==> src/rtl/fetch_unit_mo.sv <==
// Fetch stage keeping up to MAX_OUTSTANDING in-order imem requests in flight and a PC-tagged ibuf.
// Define FETCH_PERF_CNT_EN to add the perf_fetched / perf_dropped counter ports.
module fetch_unit_mo #(
  parameter int unsigned     XLEN            = 32,
  parameter int unsigned     MAX_OUTSTANDING = 2,
  parameter int unsigned     IBUF_DEPTH      = 4,
  parameter logic [XLEN-1:0] RESET_PC        = '0
) (
  input  logic            clk,
  input  logic            reset_n,
  output logic            imem_req_valid,
  input  logic            imem_req_ready,
  output logic [XLEN-1:0] imem_req_addr,
  input  logic            imem_resp_valid,
  output logic            imem_resp_ready,
  input  logic [XLEN-1:0] imem_resp_data,
  input  logic            redirect_valid,
  input  logic [XLEN-1:0] redirect_pc,
  output logic            inst_valid,
  input  logic            inst_ready,
  output logic [XLEN-1:0] inst_data,
  output logic [XLEN-1:0] inst_pc
`ifdef FETCH_PERF_CNT_EN
  ,
  output logic [31:0]     perf_fetched,
  output logic [31:0]     perf_dropped
`endif
);

  localparam int unsigned OUT_W = $clog2(MAX_OUTSTANDING + 1);
  localparam int unsigned CNT_W = $clog2(IBUF_DEPTH + 1);
  localparam int unsigned OCC_W = CNT_W + 1;
  localparam int unsigned PTR_W = (IBUF_DEPTH > 1) ? $clog2(IBUF_DEPTH) : 1;
  localparam logic [PTR_W-1:0] LAST_PTR = PTR_W'(IBUF_DEPTH - 1);

  logic [XLEN-1:0]  fetch_pc_q, fetch_pc_d;
  logic [XLEN-1:0]  resp_pc_q, resp_pc_d;
  logic [OUT_W-1:0] outstanding_q, outstanding_d;
  logic [OUT_W-1:0] discard_q, discard_d;
  logic [CNT_W-1:0] count_q, count_d;
  logic [PTR_W-1:0] rd_ptr_q, rd_ptr_d;
  logic [PTR_W-1:0] wr_ptr_q, wr_ptr_d;

  logic [XLEN-1:0]  data_mem [IBUF_DEPTH];
  logic [XLEN-1:0]  pc_mem   [IBUF_DEPTH];

  logic [XLEN-1:0]  redirect_pc_aligned;
  logic [OCC_W-1:0] occupancy;
  logic             req_fire;
  logic             resp_fire;
  logic             drop_resp;
  logic             push;
  logic             pop;

  function automatic logic [PTR_W-1:0] ptr_inc(input logic [PTR_W-1:0] p);
    return (p == LAST_PTR) ? '0 : p + PTR_W'(1);
  endfunction

  assign redirect_pc_aligned = redirect_pc & ~XLEN'(3);

  // Slots are reserved for every in-flight request, so a response can always be accepted.
  assign occupancy       = {1'b0, count_q} + OCC_W'(outstanding_q);
  assign imem_req_valid  = reset_n & ~redirect_valid
                         & (outstanding_q < OUT_W'(MAX_OUTSTANDING))
                         & (occupancy < OCC_W'(IBUF_DEPTH));
  assign imem_req_addr   = fetch_pc_q;
  assign imem_resp_ready = 1'b1;

  assign req_fire  = imem_req_valid & imem_req_ready;
  assign resp_fire = imem_resp_valid;
  assign drop_resp = resp_fire & (redirect_valid | (discard_q != '0));
  assign push      = resp_fire & ~drop_resp;
  assign pop       = inst_valid & inst_ready & ~redirect_valid;

  assign inst_valid = (count_q != '0);
  assign inst_data  = data_mem[rd_ptr_q];
  assign inst_pc    = pc_mem[rd_ptr_q];

  always_comb begin
    // NOTE: every next-state value starts from its register so no path leaves it unassigned (no latch).
    fetch_pc_d    = fetch_pc_q;
    resp_pc_d     = resp_pc_q;
    outstanding_d = outstanding_q + OUT_W'(req_fire) - OUT_W'(resp_fire);
    discard_d     = discard_q;
    count_d       = count_q;
    rd_ptr_d      = rd_ptr_q;
    wr_ptr_d      = wr_ptr_q;

    if (redirect_valid) begin
      // Everything still in flight after this cycle belongs to the old path.
      fetch_pc_d = redirect_pc_aligned;
      resp_pc_d  = redirect_pc_aligned;
      discard_d  = outstanding_q - OUT_W'(resp_fire);
      count_d    = '0;
      rd_ptr_d   = '0;
      wr_ptr_d   = '0;
    end else begin
      if (req_fire) fetch_pc_d = fetch_pc_q + XLEN'(4);
      if (resp_fire && discard_q != '0) discard_d = discard_q - OUT_W'(1);
      if (push) begin
        resp_pc_d = resp_pc_q + XLEN'(4);
        wr_ptr_d  = ptr_inc(wr_ptr_q);
      end
      if (pop) rd_ptr_d = ptr_inc(rd_ptr_q);
      count_d = count_q + CNT_W'(push) - CNT_W'(pop);
    end
  end

  // NOTE: sequential state is updated only with non-blocking assignments.
  always_ff @(posedge clk or negedge reset_n) begin
    if (!reset_n) begin
      fetch_pc_q    <= RESET_PC;
      resp_pc_q     <= RESET_PC;
      outstanding_q <= '0;
      discard_q     <= '0;
      count_q       <= '0;
      rd_ptr_q      <= '0;
      wr_ptr_q      <= '0;
    end else begin
      fetch_pc_q    <= fetch_pc_d;
      resp_pc_q     <= resp_pc_d;
      outstanding_q <= outstanding_d;
      discard_q     <= discard_d;
      count_q       <= count_d;
      rd_ptr_q      <= rd_ptr_d;
      wr_ptr_q      <= wr_ptr_d;
    end
  end

  // NOTE: ibuf storage is not reset; count_q alone decides which entries are meaningful.
  always_ff @(posedge clk) begin
    if (push) begin
      data_mem[wr_ptr_q] <= imem_resp_data;
      pc_mem[wr_ptr_q]   <= resp_pc_q;
    end
  end

`ifdef FETCH_PERF_CNT_EN
  logic [31:0] perf_fetched_q;
  logic [31:0] perf_dropped_q;

  always_ff @(posedge clk or negedge reset_n) begin
    if (!reset_n) begin
      perf_fetched_q <= '0;
      perf_dropped_q <= '0;
    end else begin
      perf_fetched_q <= perf_fetched_q + 32'(push);
      perf_dropped_q <= perf_dropped_q + 32'(drop_resp)
                      + (redirect_valid ? 32'(count_q) : 32'd0);
    end
  end

  assign perf_fetched = perf_fetched_q;
  assign perf_dropped = perf_dropped_q;
`endif

  a_outstanding_max: assert property (@(posedge clk) disable iff (!reset_n)
    outstanding_q <= OUT_W'(MAX_OUTSTANDING));
  a_discard_le_outstanding: assert property (@(posedge clk) disable iff (!reset_n)
    discard_q <= outstanding_q);
  a_resp_has_request: assert property (@(posedge clk) disable iff (!reset_n)
    resp_fire |-> (outstanding_q != '0));
  a_ibuf_credit: assert property (@(posedge clk) disable iff (!reset_n)
    occupancy <= OCC_W'(IBUF_DEPTH));

endmodule
==> config.mk <==
export PLATFORM = sky130hd
export DESIGN_NAME = fetch_unit_mo
export DESIGN_NICKNAME = d
export VERILOG_FILES = /design/src/rtl/fetch_unit_mo.sv
export SDC_FILE = /design/constraint.sdc
export NUM_CORES = 1
export LEC_CHECK = 0
export CAP_MARGIN = 10
export CORE_UTILIZATION = 30
export CTS_BUF_LIST = sky130_fd_sc_hd__clkbuf_16
export CTS_CLUSTER_DIAMETER = 50
export DETAILED_ROUTE_END_ITERATION = 8
export SETUP_SLACK_MARGIN = 0.3
export SYNTH_ARGS = -nofsm -noshare
export SYNTH_HDL_FRONTEND = slang
export SYNTH_SLANG_ARGS = --single-unit
==> constraint.sdc <==
create_clock -name clk -period 4.25 [get_ports clk]
set_input_delay 0.425 -clock clk [delete_from_list [all_inputs] [get_ports clk]]
set_output_delay 0.425 -clock clk [all_outputs]
set_load 0.03 [all_outputs]
==> metrics, run 1 <==
largest net degree at the start of global routing 64; Worst Hold Class input pin to asynchronous set/reset pin; Fin. Hold Viols 0; routability cong. 0.794; Yosys top cell area share 57.1%; PwrDens 537 nW/um^2; worst vdd ir 252 uV; Synth Flop Type edfxtp_1; antenna-violating nets left 0; Post-Synthesis Cells 779; Overflow after GRT 0; RSZ-0062 raised after global routing no; Yosys Warn Count 0; Max-cap violations 0; Worst EP arrival 2.78 ns; post-synthesis async set-or-reset flop share 22.3%; CTS Buf Count 38; Setup TNS Final 0 ns; CTS Buffer Depth 3; vias in the first global route 7822; syn avg cell area 16.8 um^2; Clock H-tree levels 2; Crit Path Class register to output port; outcome finished, final reports clean; wire per inst 19.0 um; Post-Route WL 29.9 mm; Area contributors post-synth edfxtp_1 (57%), dfrtp_1 (14%), mux4_2 (11%), xor2_1 (1.9%), nand2_1 (1.6%); Slew Limit Fails 0; Via Count 7489; leading area contributor after synthesis edfxtp_1; clock sinks 319; minimum clock period 3.21 ns; Yosys reg bits 319; Syn Std Cell Area 13000 um^2; Total Routing Usage GR 13.7%; Std-Cell Rows 76; CTS tree done; share of cells above drive strength 1 15.9%; Initial Utilization 30.4%; ant diodes 0; post-synthesis sequential area ratio 70.7%; Placeable Area 43000 um^2; most numerous cell in the Yosys netlist edfxtp_1; total power 8.94 mW; dpl hpwl 19.1 mm; crit start category register; placed cell count 1503; Skew-Pair Late Insertion Delay 0.53 ns; chip width 211 um; Area Growth Syn to Fin 27.6%; Post-synth top cells edfxtp_1 (248), dfrtp_1 (71), mux4_2 (62), nand2_1 (56), o21ai_0 (37); DRC 0; nature of the critical path endpoint output port; Slew HR 37.1%; Worst Clk Skew 0.0206 ns; clock slew at reported path FFs 0.06 ns; # resized after CTS 0; number of synthesized flops with an enable pin 248; antenna violations before repair 1; Finished Layout Cells 1573; setup violators final 0; CTS Root Cell clkbuf_16; Via density 4.76; Leakage 5.61 nW; synth unique cells 47; TritonRoute pass-1 iters 5; I/O pin count 169; Fmax 312 MHz; Buffers on Ports 161; Die Outline Area 44300 um^2; Req. time, crit path 3.83 ns; NumNets Final 1044; Die H 211 um; Final Cycle Share 75.4%; Iter 0 DRT Violations 437; Slew @ Worst Pin 0.941 ns; first-pass GRT wire length 46.4 mm; crit-path max FO 57
-- worst max-delay path, stage by stage, from the launching register on --
cell and delay [ns]:
dfrtp_4 0.53, buf_12 0.41, mux4_2 0.56, clkdlybuf4s50_1 0.70
-- placed cells by master (no fill, tap or decap), drive strengths merged, types with 7 or more instances in the layout --
cell           Yosys  layout
nor2              26      26
mux4              62      62
nand2             56      56
o21ai             37      37
xnor2             14      14
mux2              11      11
edfxtp           248     248
o211ai             9       9
inv               13      27
dfrtp             71      71
nor3               8       8
xor2              29      29
buf               14      17
nand3             33      33
clkdlybuf4s50      0     159
nand4             24      24
a21oi              9       9
ha                14      14
and3              20      20
clkbuf            26      38
clkinv             1      10
nor4               7       7
-- final timing paths --
kind | from | endpoint | slack, ns | cells after the start
worst max-delay path | rd_ptr_q[0] | inst_pc[31] | 1.04 | 3
worst min-delay path | reset_n | imem_req_addr[31] | 0.47 | 3
worst max register to register | outstanding_q[1] | imem_req_addr[19] | 1.48 | 8
worst min register to register | imem_req_addr[14] | imem_req_addr[14] | 0.55 | 1
max in group asynchronous | reset_n | rd_ptr_q[0] | 2.76 | 4
min in group clk | redirect_pc[4] | imem_req_addr[4] | 0.51 | 3
-- cells by family after synthesis --
logic type	count (synthesis)	synth area share (%)
AOI/OAI and AO/OA	76	3.59
xor gates and xnor gates	43	2.89
adders and majority gates	15	1.50
buffers and inverters	54	1.81
DFF	319	70.7
muxes	74	11.7
other	2	0.0576
and+or+nand+nor	196	7.75
-- where the power goes --
| group | internal (mW) | total (mW) | switching, mW |
|---|---|---|---|
| registers | 3.58 | 3.78 | 0.205 |
| logic | 0.903 | 1.99 | 1.08 |
| clock network | 1.89 | 3.17 | 1.28 |
-- repair_timing --
action / in CTS / in global routing
hold buffers: 1 / 0
endpoints found under the setup margin: 0 / 0
endpoints found under the hold margin: 23 / 0
setup buffers: 0 / 0
-- stage by stage --
step | area [um^2] | hold WS [ns] | setup WS [ns] | utilization [%]
final | 16700 | 0.471 | 1.04 | 38.8
after global routing | 16700 | 0.507 | 0.876 | 38.8
after CTS | 16700 | 0.482 | 0.930 | 38.8
after detailed placement | 15400 | 0.523 | 1.42 | 35.8
after global placement | 15400 | 0.526 | 1.43 | 35.8
after floorplan | 13100 | 0.129 | 1.26 | -
-- metal layers --
layer | wire [um] | track usage, % | part of all wire, % | up-vias
met4 | 476 | 3.67 | 1.6 | 0
met5 | 0 | 0 | 0 | -
met2 | 13800 | 21.6 | 46 | 252
met1 | 13700 | 19.1 | 46 | 3784
met3 | 1900 | 2.91 | 6.4 | 30
li1 | - | - | - | 3423
-- flip-flops by register name, indices dropped and copies added, names as in the netlist --
| signal | count |
|---|---|
| data_mem | 128 |
| pc_mem | 120 |
| imem_req_addr | 30 |
| resp_pc_q | 30 |
| count_q | 3 |
| discard_q | 2 |
| outstanding_q | 2 |
| rd_ptr_q | 2 |
| wr_ptr_q | 2 |
-- cell type report --
| cell class | instances | area [um^2] |
|---|---|---|
| tap | 585 | 732 |
| sequential | 319 | 9230 |
| clock buffer | 38 | 951 |
| clock inverter | 31 | 288 |
| inverter | 14 | 52.6 |
| timing repair buffer | 177 | 1800 |
| multi-input combinational | 409 | 3600 |
| fill | 4016 | 26300 |
Note: power is estimated with default switching activity, not from simulation.
==> inputs of run 2 (changes only) <==
==> constraint.sdc (replaced) <==
create_clock -name clk -period 2.9 [get_ports clk]
set_input_delay 0.29 -clock clk [delete_from_list [all_inputs] [get_ports clk]]
set_output_delay 0.29 -clock clk [all_outputs]
set_load 0.03 [all_outputs]
==> run 2 against run 1 <==
  * Power up 45%
  * Clock skew up 0.010 ns
  * Global-route usage up 0.45 points
  * Combinational power up 45%
  * Routed wire length up 3.9%
  * Sequential power up 46%
  * Largest power group unchanged
  * Highest routed layer is now met5
==> metrics, run 2 (synthesized netlist as in run 1, its figures left out) <==
clock slew at reported path FFs 0.06 ns; Largest regs data_mem x128, pc_mem x120; Fmax 385 MHz; Setup TNS Final 0 ns; dpl hpwl 19.4 mm; Worst Clk Skew 0.0308 ns; Clock H-tree levels 2; CTS Buf Count 39; largest net degree at the start of global routing 48; HP Start redirect_valid; Std-Cell Rows 76; chip width 211 um; ant diodes 0; wire per inst 19.5 um; Die H 211 um; share of cells above drive strength 1 20.2%; Crit Path Class register to output port; Worst EP arrival 2.31 ns; I/O pin count 169; Worst Hold Class input pin to register; Slew HR 62.0%; most frequent cells in the layout edfxtp_1 (248), clkdlybuf4s50_1 (96), dfrtp_1 (68); Placeable Area 43000 um^2; CTS Buffer Depth 3; Most flops, register data_mem; worst vdd ir 357 uV; CTS tree done; first-pass GRT wire length 47.1 mm; Initial Utilization 30.4%; commonest non-fill, non-tap cell in the layout edfxtp_1; Iter 0 DRT Violations 493; Via density 4.78; Total Routing Usage GR 14.1%; minimum clock period 2.60 ns; TritonRoute pass-1 iters 5; setup violators final 0; routability cong. 0.796; crit-path max FO 17; RR Startpoint outstanding_q[1]; CTS Root Cell clkbuf_16; Die Outline Area 44300 um^2; Req. time, crit path 2.61 ns; Area Growth Syn to Fin 28.0%; clock sinks 319; Via Count 7622; Slew @ Worst Pin 0.570 ns; nature of the critical path endpoint output port; Leakage 5.78 nW; NumNets Final 1066; Skew-Pair Late Insertion Delay 0.56 ns; PwrDens 774 nW/um^2; antenna violations before repair 1; Final Cycle Share 89.5%; RSZ-0062 raised after global routing yes; Largest register FFs 128; Post-Route WL 31.0 mm; Buffers on Ports 161; crit path launch rd_ptr_q[0]; vias in the first global route 7698; outcome finished, final reports clean; antenna-violating nets left 0; Slew Limit Fails 0; Fin. Hold Viols 0; Overflow after GRT 0; Hold WS 0.137 ns; DRC 0; crit start category register; Max-cap violations 0; r2r setup slk 0.50 ns
-- run 2: changes by cell type in the layout (fill, tap and decap cells not counted), moves of 2 or more --
cell,before,now
clkinv_2,5,3
buf_12,6,8
buf_4,9,24
inv_1,21,18
clkbuf_2,0,26
bufinv_16,4,1
clkinv_1,3,8
buf_16,0,2
clkdlybuf4s50_1,159,96
clkbuf_16,38,41
dlygate4sd2_1,0,35
-- run 2: worst paths after layout --
path	to	cells after the start
setup / recovery	inst_pc[25]	4
hold / removal	wr_ptr_q[0]	2
setup reg to reg	outstanding_q[1]	10
hold reg to reg	pc_mem[0][31]	0
max in group asynchronous	rd_ptr_q[0]	4
min in group asynchronous	imem_req_addr[3]	3
-- run 2: final cells by class --
class,count,area (um^2)
Fill cell,4002,26300
Clock inverter,28,194
Timing Repair Buffer,198,1890
Sequential cell,319,9230
Clock buffer,40,1000
Multi-Input combinational cell,409,3610
Inverter,14,52.6
Tap cell,585,732
-- run 2: what timing repair did --
| item | in CTS | in global routing |
|---|---|---|
| pin swaps | 0 | 1 |
| hold endpoints to repair | 42 | 0 |
| resized for setup | 67 | 57 |
| hold buffers | 1 | 0 |
| setup buffers | 4 | 4 |
| endpoints found under the setup margin | 63 | 40 |
| cloned | 1 | 1 |
-- run 2: power by group --
part	leakage (nW)	switching, mW	internal, mW
clock network	0.600	1.90	2.61
logic	2.08	1.64	1.26
registers	3.10	0.281	5.24
-- run 2: through the flow --
step	util, %	worst slack [ns]	cells	instance area, um^2	power (mW)
floorplan	-	0.372	782	13100	7.37
CTS	39.0	0.156	1588	16700	13.1
detailed placement	36.2	0.461	1514	15500	8.66
global placement	36.2	0.474	1514	15500	8.63
global route	38.9	0.205	1593	16700	13.5
finish	38.9	0.305	1593	16700	12.9
-- run 2: per-layer routing --
metal	global-route usage, %	vias to the layer above	share of wire (%)
met4	4.00	2	2.0
met5	0	-	0.032
met2	21.2	260	44
met3	3.81	50	6.6
met1	20.1	3850	47
li1	-	3460	-
-- run 2: critical path: stages, from the launching register on --
cell             delay, ns
dfrtp_4               0.49
buf_12                0.20
buf_4                 0.16
mux4_2                0.54
clkdlybuf4s15_1       0.36
==> inputs of run 3 (changes only) <==
--- a/config.mk
+++ b/config.mk
@@ -8,8 +8,9 @@
 export CAP_MARGIN = 10
 export CORE_UTILIZATION = 30
 export CTS_BUF_LIST = sky130_fd_sc_hd__clkbuf_16
-export CTS_CLUSTER_DIAMETER = 50
+export CTS_CLUSTER_DIAMETER = 80
 export DETAILED_ROUTE_END_ITERATION = 8
+export MAX_ROUTING_LAYER = met4
 export SETUP_SLACK_MARGIN = 0.3
 export SYNTH_ARGS = -nofsm -noshare
 export SYNTH_HDL_FRONTEND = slang
==> run 3 against run 2 <==
  * Via count decreased by 0.56%
  * Critical path depth decreased by 1
  * Global-route usage increased by 0.34 points
  * Core utilization increased by 0.16 points
  * Power increased by 0.85%
  * First-iteration DRC count decreased by 6.1%
  * Clock power increased by 4%
  * Flip-flop and latch count unchanged
  * Register-to-register slack about the same
  * Sequential power about the same
  * Critical path type unchanged
  * Clock skew decreased by 0.016 ns
  * Clock-buffer cell count decreased by 1
==> metrics, run 3 (synthesized netlist as in run 1, its figures left out) <==
outcome finished, final reports clean; Sw Ratio 28.4%; largest net degree at the start of global routing 48; crit start category register; post-route setup slack 0.341 ns; most frequent cells in the layout edfxtp_1 (248), clkdlybuf4s50_1 (96), dfrtp_1 (68); Via density 4.77; antenna-violating nets left 0; RSZ-0062 raised after global routing yes; filler cell count in the final layout 3993; critical path, cell by cell buf_16, mux4_2, dlygate4sd2_1; Die Outline Area 44300 um^2; slowest stage delay, CP 0.56 ns; Finished Layout Cells 1589; Switch Pwr 3.70 mW; minimum clock period 2.56 ns; Slew HR 61.5%; Slowest-stage cell, CP mux4_2; chip width 211 um; Die H 211 um; Place WS 0.461 ns; cell family with most CP delay buffers and inverters; Stages on worst setup path 3; metal3 WL 1.76 mm; placed instance area 15500 um^2; area occupied by registers 9230 um^2; fin area 16800 um^2; Slew @ Worst Pin 0.578 ns; CTS Buf Count 38; Skew-Pair Late Insertion Delay 0.53 ns; Overflow after GRT 0; wire per inst 19.3 um; setup violators final 0; Worst Clk Skew 0.0152 ns; Post-Route WL 30.7 mm; NumNets Final 1059; DRC 0; Largest register FFs 128; Iter 0 DRT Violations 463; routability cong. 0.808; Area Growth Syn to Fin 28.5%; Std-Cell Rows 76; total power 13.0 mW; area taken by multi-input logic gates 3610 um^2; commonest non-fill, non-tap cell in the layout edfxtp_1; antenna violations before repair 1; hold depth 2; HP Start redirect_valid; Leakage 5.82 nW; RR Startpoint outstanding_q[1]; Int Pwr 9.34 mW; Placeable Area 43000 um^2; Worst EP arrival 2.27 ns; crit-path max FO 23; Buffers on Ports 161; crit path launch rd_ptr_q[0]; Worst Hold Class input pin to register; Slew Limit Fails 0; uppermost routed layer met4; Most flops, register data_mem; Clk pwr share 35.9%; Setup TNS Final 0 ns; PwrDens 777 nW/um^2; Req. time, crit path 2.61 ns; CTS Buffer Depth 3; met2 WL post-DR 13.6 mm; clock slew at reported path FFs 0.06 ns; Seq pwr share 42.4%; Fmax 391 MHz; clock sinks 319; Total Routing Usage GR 14.5%; Buf+Inv Stages, Crit Path 2; Clock H-tree levels 2; Gate power share 21.7%; wl on met1 14.8 mm; Initial Utilization 30.4%; Final Cycle Share 88.2%; worst vdd ir 357 uV; dpl hpwl 19.4 mm; placed cell count 1514; vias in the first global route 7678; Max-cap violations 0; CTS tree done; first-pass GRT wire length 46.9 mm; Largest regs data_mem x128, pc_mem x120; Crit Path Class register to output port; I/O pin count 169; CTS Root Cell clkbuf_16; Final Util 39.0%; nature of the critical path endpoint output port; TritonRoute pass-1 iters 5; share of cells above drive strength 1 16.8%; Hold WS 0.160 ns; FF-to-FF path depth 10; Via Count 7579; Fin. Hold Viols 0
run 3: cell count changes in the layout (fill, tap and decap cells not counted), moves of 4 or more:
cell           before  now
buf_4              24   19
bufinv_16           1    5
clkbuf_2           26    3
dlygate4sd2_1      35   60
inv_1              18   24
inv_6               5    1
run 3: layout make-up:
| cell class | instances | share of cell area (%) |
|---|---|---|
| clock buffer | 39 | 5.82 |
| sequential | 319 | 55.0 |
| clock inverter | 30 | 1.54 |
| tap | 585 | 4.36 |
| inverter | 14 | 0.313 |
| multi-input combinational | 409 | 21.5 |
| antenna | 1 | 0.0149 |
| timing repair buffer | 192 | 11.4 |
run 3: path summary, 6_finish.rpt:
kind | end | slack [ns]
min in group asynchronous | imem_req_addr[3] | 0.48
worst max register to register | outstanding_q[1] | 0.50
worst max-delay path | inst_data[9] | 0.34
worst min register to register | outstanding_q[0] | 0.55
worst min-delay path | wr_ptr_q[0] | 0.16
max in group asynchronous | rd_ptr_q[0] | 1.56
run 3: timing repair:
| action | in CTS | in global routing |
|---|---|---|
| pin swaps | 0 | 1 |
| setup endpoints to repair | 63 | 26 |
| gates resized for setup | 64 | 9 |
| hold endpoints to repair | 42 | 0 |
| buffers inserted | 2 | 1 |
| hold buffers | 1 | 0 |
| gates cloned | 1 | 0 |
run 3: worst reg2reg max path, cell delays in order (launching register included):
cell and delay, ns:
dfrtp_2 0.44, ha_1 0.24, nor4_4 0.29, and4_4 0.27
inv_2 0.04, buf_4 0.22, ha_1 0.31, inv_1 0.04
ha_1 0.17, xnor2_1 0.16, xnor2_1 0.14
run 3: power by group through the flow:
stage | registers (mW) | clock network, mW | logic, mW
6_report | 5.53 | 4.67 | 2.83
5_1_grt | 5.57 | 5.00 | 3.05
4_1_cts | 5.53 | 4.81 | 2.89
3_5_place_dp | 5.63 | 0 | 3.03
3_3_place_gp | 5.62 | 0 | 3.01
2_1_floorplan | 5.61 | 0 | 1.77
run 3: per-layer routing:
layer	vias up	track usage, %
li1	3459	-
met1	3821	20.4
met2	258	21.1
met3	41	2.76
met4	0	4.42
met5	-	-
